===== config.mk =====
export PLATFORM = sky130hd
export DESIGN_NAME = m_imem_loader
export DESIGN_NICKNAME = d
export VERILOG_FILES = /design/src/rtl/imem_loader_pkg.sv /design/src/rtl/m_imem_loader_byte_assembler.sv /design/src/rtl/m_imem_loader.sv
export SDC_FILE = /design/constraint.sdc
export NUM_CORES = 1
export LEC_CHECK = 0
export ABC_AREA = 1
export ABC_CLOCK_PERIOD_IN_PS = 6590
export CAP_MARGIN = 20
export CORE_UTILIZATION = 58
export CTS_BUF_LIST = sky130_fd_sc_hd__clkbuf_4 sky130_fd_sc_hd__clkbuf_8
export DETAILED_ROUTE_END_ITERATION = 10
export PLACE_DENSITY = 0.93
export SLEW_MARGIN = 30
export SYNTH_ARGS = -nofsm -noshare
export SYNTH_HDL_FRONTEND = slang
export SYNTH_HIERARCHICAL = 1
export SYNTH_SLANG_ARGS = --single-unit

===== constraint.sdc =====
create_clock -name w_clock -period 6.59 [get_ports w_clock]
set_input_delay 1.6475 -clock w_clock [delete_from_list [all_inputs] [get_ports w_clock]]
set_output_delay 1.6475 -clock w_clock [all_outputs]
set_load 0.05 [all_outputs]

===== src/rtl/imem_loader_pkg.sv =====
// Shared definitions for the instruction-memory loader: state encoding,
// default geometry and header-check helper.
package imem_loader_pkg;

    localparam int unsigned ADDR_W_DEF = 6;
    localparam int unsigned DEPTH_DEF  = 64;
    localparam int unsigned HDR_BYTES  = 2;
    localparam int unsigned CNT_W      = 8 * HDR_BYTES;

    typedef enum logic [2:0] {
        S_IDLE   = 3'd0,
        S_HDR1   = 3'd1,
        S_DATA   = 3'd2,
        S_COMMIT = 3'd3,
        S_RUN    = 3'd4,
        S_HALT   = 3'd5,
        S_ERR    = 3'd6
    } state_e;

    // A header is unusable when it asks for nothing or for more than fits.
    function automatic logic hdr_bad(input logic [CNT_W-1:0] cnt, input int unsigned depth);
        return (cnt == '0) || (32'(cnt) > depth);
    endfunction

endpackage


===== src/rtl/m_imem_loader_byte_assembler.sv =====
// Packs little-endian bytes into 32-bit words; word_valid pulses the cycle
// after the fourth byte, with the finished word on `word`.
module m_byte_assembler
    import imem_loader_pkg::*;
(
    input  logic        clk,
    input  logic        rst,
    input  logic        clear,
    input  logic        in_accept,
    input  logic [7:0]  in_byte,
    output logic        last_byte,
    output logic        word_valid,
    output logic [31:0] word
);

    logic [1:0]  idx_q, idx_d;
    logic [31:0] shreg_q, shreg_d;
    logic        valid_q, valid_d;

    always_comb begin
        idx_d   = idx_q;
        shreg_d = shreg_q;
        valid_d = 1'b0;
        if (clear) begin
            idx_d = '0;
        end else if (in_accept) begin
            // Shift in at the top so byte 0 lands in [7:0] after four bytes.
            shreg_d = {in_byte, shreg_q[31:8]};
            idx_d   = idx_q + 2'd1;
            valid_d = (idx_q == 2'd3);
        end
    end

    always_ff @(posedge clk) begin
        if (rst) begin
            idx_q   <= '0;
            shreg_q <= '0;
            valid_q <= 1'b0;
        end else begin
            idx_q   <= idx_d;
            shreg_q <= shreg_d;
            valid_q <= valid_d;
        end
    end

    assign last_byte  = in_accept && !clear && (idx_q == 2'd3);
    assign word_valid = valid_q;
    assign word       = shreg_q;

endmodule


===== src/rtl/m_imem_loader.sv =====
// Byte-stream loader for the core's instruction memory: header, data words,
// commit, then run until the core halts.
module m_imem_loader
    import imem_loader_pkg::*;
#(
    parameter int unsigned ADDR_W = ADDR_W_DEF,
    parameter int unsigned DEPTH  = DEPTH_DEF
) (
    input  logic              w_clock,
    input  logic              w_reset,
    input  logic              w_in_valid,
    input  logic [7:0]        w_in_data,
    output logic              w_in_ready,
    output logic              w_imem_we,
    output logic [ADDR_W-1:0] w_imem_addr,
    output logic [31:0]       w_imem_wd,
    output logic              w_core_run,
    input  logic              w_halt,
    output logic              w_done,
    output logic              w_err,
    output logic [ADDR_W:0]   w_loaded
);

    state_e            state_q, state_d;
    logic [CNT_W-1:0]  count_q, count_d;
    logic [ADDR_W:0]   widx_q, widx_d;
    logic [ADDR_W-1:0] addr_q, addr_d;

    logic              accept;
    logic              hdr_accept;
    logic              data_accept;
    logic              last_byte;
    logic [CNT_W-1:0]  hdr_full;

    assign w_in_ready  = (state_q == S_IDLE) || (state_q == S_HDR1) ||
                         (state_q == S_DATA) || (state_q == S_HALT);
    assign accept      = w_in_valid && w_in_ready;
    assign hdr_accept  = accept && (state_q == S_HDR1);
    assign data_accept = accept && (state_q == S_DATA);
    assign hdr_full    = {w_in_data, count_q[7:0]};

    m_byte_assembler u_asm (
        .clk        (w_clock),
        .rst        (w_reset),
        .clear      (w_reset || hdr_accept),
        .in_accept  (data_accept),
        .in_byte    (w_in_data),
        .last_byte  (last_byte),
        .word_valid (w_imem_we),
        .word       (w_imem_wd)
    );

    always_comb begin
        state_d = state_q;
        count_d = count_q;
        widx_d  = widx_q;
        addr_d  = addr_q;
        unique case (state_q)
            S_IDLE, S_HALT: begin
                if (accept) begin
                    count_d = {{(CNT_W-8){1'b0}}, w_in_data};
                    state_d = S_HDR1;
                end
            end
            S_HDR1: begin
                if (accept) begin
                    count_d = hdr_full;
                    if (hdr_bad(hdr_full, DEPTH)) begin
                        state_d = S_ERR;
                    end else begin
                        state_d = S_DATA;
                        widx_d  = '0;
                    end
                end
            end
            S_DATA: begin
                // Address and word count are registered alongside the
                // assembler's word so all three appear in the write cycle.
                if (last_byte) begin
                    addr_d = widx_q[ADDR_W-1:0];
                    widx_d = widx_q + 1'b1;
                    if (CNT_W'(widx_q) + 1'b1 == count_q) begin
                        state_d = S_COMMIT;
                    end
                end
            end
            S_COMMIT: state_d = S_RUN;
            S_RUN: begin
                if (w_halt) begin
                    state_d = S_HALT;
                end
            end
            S_ERR:   state_d = S_ERR;
            default: state_d = S_IDLE;
        endcase
    end

    always_ff @(posedge w_clock) begin
        if (w_reset) begin
            state_q <= S_IDLE;
            count_q <= '0;
            widx_q  <= '0;
            addr_q  <= '0;
        end else begin
            state_q <= state_d;
            count_q <= count_d;
            widx_q  <= widx_d;
            addr_q  <= addr_d;
        end
    end

    assign w_imem_addr = addr_q;
    assign w_loaded    = widx_q;
    assign w_core_run  = (state_q == S_RUN);
    assign w_done      = (state_q == S_HALT);
    assign w_err       = (state_q == S_ERR);

endmodule


==> flow_metrics.env <==
export IMPL_yosysTopAreaCellShare_pct=41.63
export IMPL_fin_crit_sh_pct=65.31
export IMPL_start_util_pct=61.51
export IMPL_via_per_inst=5.325
export IMPL_root_buffer="clkbuf_8"
export IMPL_ir_drop_mv=0.2616
export IMPL_rsz0062_at_grt="false"
export IMPL_hold_viol=0
export IMPL_max_freq_ghz=0.2323
export IMPL_drtIter0Drc=273
export IMPL_gp_congestion=0.9340
export IMPL_cp_slowest_cell="inv_2"
export IMPL_nFillCells=377
export IMPL_multi_input_area_mm2=0.001531
export IMPL_yosys_warnings=6
export IMPL_cts_sinks=67
export IMPL_synthDistinctLibCells=31
export IMPL_hold_slack_ns=0.4664
export IMPL_gr_total_overflow=0
export IMPL_antenna_found_initial=0
export IMPL_cts_made_buffers=9
export IMPL_power_per_cell_area_mw_per_mm2=334.4
export IMPL_fin_crit_ns=4.304
export IMPL_relSlewSlack_pct=40.92
export IMPL_die_y_um=76.53
export IMPL_nets=561
export IMPL_register_area_mm2=0.001341
export IMPL_die_area_mm2=0.005857
export IMPL_hp_class="reg -> reg"
export IMPL_insertion_delay_ns=0.36
export IMPL_worstReg2RegStart="state_q[2]"
export IMPL_cts_htree_levels=3
export IMPL_num_io_pins=62
export IMPL_end_kind="flop"
export IMPL_cts_setup_buffers=0
export IMPL_leakagePower_uw=0.001566
export IMPL_ant_nets=0
export IMPL_wirelength_um=8234
export IMPL_min_path_cells=2
export IMPL_yosysTopAreaCell="dfxtp_1"
export IMPL_cpPeakStageDelay_ns=0.49
export IMPL_grt_pass1_vias=3006
export IMPL_clockBufferDepth=2
export IMPL_synth_fp_nets=506
export IMPL_finish_utilization_pct=77.11
export IMPL_tns_ns=0
export IMPL_syn_instance_count=492
export IMPL_cap_violations=0
export IMPL_drive_gt1_share_pct=7.246
export IMPL_drc=0
export IMPL_core_area_mm2=0.005238
export IMPL_grt_max_degree=37
export IMPL_grt_pass1_wl_um=13790
export IMPL_synth_area_mm2=0.003222
export IMPL_diodes=0
export IMPL_reg2regPathDepth=11
export IMPL_dieWidth_um=76.53
export IMPL_cts_hold_repair_buffers=0
export IMPL_synth_seq_area_share_pct=41.63
export IMPL_worstMarginPinSlew_ns=0.8808
export IMPL_status="completed"
export IMPL_rows=26
export IMPL_syn2layout_area_growth_pct=25.36
export IMPL_syn_area_per_cell_um2=6.548
export IMPL_track_usage_pct=29.56
export IMPL_final_area_mm2=0.004039
export IMPL_p_total_uw=1351
export IMPL_reg2reg_slack_ns=3.63
export IMPL_worstPathRequired_ns=6.83
export IMPL_dpl_hpwl_um=5579
export IMPL_cts_tree="yes"
export IMPL_hold_end="count_q[10]"
export IMPL_critPathKind="in -> reg"
export IMPL_ys_seq_elements=67
export IMPL_path_cells="clkdlybuf4s50_1 > buf_4 > inv_1 > o21ai_0 > inv_2 > nand2_1 > nor2_1 > o22ai_1 > inv_2 > nand2_2 > a21oi_1 > nor2_1"
export IMPL_worstPathArrival_ns=4.54
export IMPL_detail_route_wl_per_cell_um=13.24
export IMPL_synth_area_top_cells="dfxtp_1 42%, nand2_1 12%, nor2_1 12%"
export IMPL_worst_path_max_fanout=34
export IMPL_clk_pin_slew_ns=0.07
export IMPL_num_vias=3312
export IMPL_start_kind="primary input"
export IMPL_post_dp_cell_area_mm2=0.003836
export IMPL_cts_resized=0
export IMPL_r2r_end="w_loaded[0]"
export IMPL_finClkSkew_ns=0.007341
export IMPL_numPortBuffers=61
export IMPL_first_pass_iters=5
export IMPL_drv_slew=0
export IMPL_setup_violations=0
export IMPL_worstHoldStart="count_q[10]"
## where the power goes
part / internal [µW] / leakage, µW / switching (µW)
logic: 154 / 0.000921 / 349
registers: 457 / 0.000543 / 42.5
clock network: 185 / 0.000102 / 163
## cell families (layout without fill, tap and decap cells)
logic type / after synthesis / after routing / share of synthesized area (%)
simple gates: 284 / 284 / 37.36
buf+inv: 85 / 145 / 10.91
flops: 67 / 67 / 41.63
compound gates: 52 / 52 / 8.777
fa+ha+maj: 2 / 2 / 0.7766
xor+xnor: 2 / 2 / 0.5438
## flip-flops by register name, summed over array words and instances, names as in the netlist
name	flops
w_loaded	7
u_asm/word_valid	1
w_imem_addr	6
u_asm/word	32
u_asm/idx_q	2
count_q	16
state_q	3
## synthesized netlist by cell type (all sizes together)
cell type	instances
a211oi	1
xnor2	1
nor3	1
nand4	3
xor2	1
buf	13
nand2	110
a21oi	32
nor2	108
nand3	62
inv	65
o31ai	1
o21bai	2
o21ai	13
dfxtp	67
clkinv	1
o21a	1
o22ai	2
clkbuf	6
ha	2
## per-stage QoR
| stage | std cells | setup WS [ns] |
|---|---|---|
| 2_1_floorplan | 492 | 3.323 |
| 3_3_place_gp | 606 | 2.127 |
| 3_5_place_dp | 606 | 2.019 |
| 4_1_cts | 622 | 2.359 |
| 5_1_grt | 622 | 2.047 |
| 6_report | 622 | 2.286 |
## worst max-delay path by stage
stage	slack, ns	to	depth (start not counted)	start
global route	2.05	w_loaded[0]	12	w_reset
CTS	2.36	w_loaded[0]	12	w_reset
detailed placement	2.02	w_loaded[0]	12	w_reset
global placement	2.13	w_loaded[0]	12	w_reset
finish	2.29	w_loaded[0]	12	w_reset
floorplan	3.32	w_loaded[4]	12	w_in_valid
## layout by cell type, fill, tap and decap left out
master	n
inv_1	56
clkinv_2	2
ha_1	2
nand2_1	104
dfxtp_1	67
o31ai_1	1
o21ai_0	8
nor2_4	2
clkbuf_8	10
o21bai_1	1
buf_4	2
nor3_1	1
nor2_2	3
o21ai_2	1
o21ai_1	4
xnor2_1	1
nand3_1	62
nor2_8	1
nand4_1	3
bufinv_16	1
inv_2	7
o22ai_1	2
a211oi_1	1
nand2_2	6
clkinv_4	2
inv_4	1
a21oi_1	32
clkinvlp_4	1
nor2_1	102
xor2_1	1
o21bai_2	1
clkdlybuf4s50_1	61
o21a_1	1
clkinv_1	2
## worst max-delay path: cells and delay by family
kind / cells / cell delay [ns]
AOI/OAI and AO/OA: 3 / 0.62
buffers and inverters: 5 / 1.50
and+or+nand+nor: 4 / 0.79
## routing by layer
| metal | share of wire [%] | track usage, % | vias up |
|---|---|---|---|
| met5 | 0 | 0 | - |
| met4 | 0.81 | 11.73 | 0 |
| met3 | 6.8 | 6.707 | 8 |
| met2 | 50 | 50.09 | 151 |
| met1 | 42 | 36.19 | 1503 |
| li1 | - | - | 1650 |
## area by class of cell
class | instances | area share (%)
Clock buffer | 10 | 3.408
Clock inverter | 6 | 1.611
Inverter | 66 | 6.196
Multi-Input combinational cell | 340 | 37.92
Sequential cell | 67 | 33.21
Tap cell | 70 | 2.169
Timing Repair Buffer | 63 | 15.49
No activity file was read; power rests on OpenSTA's default activity.
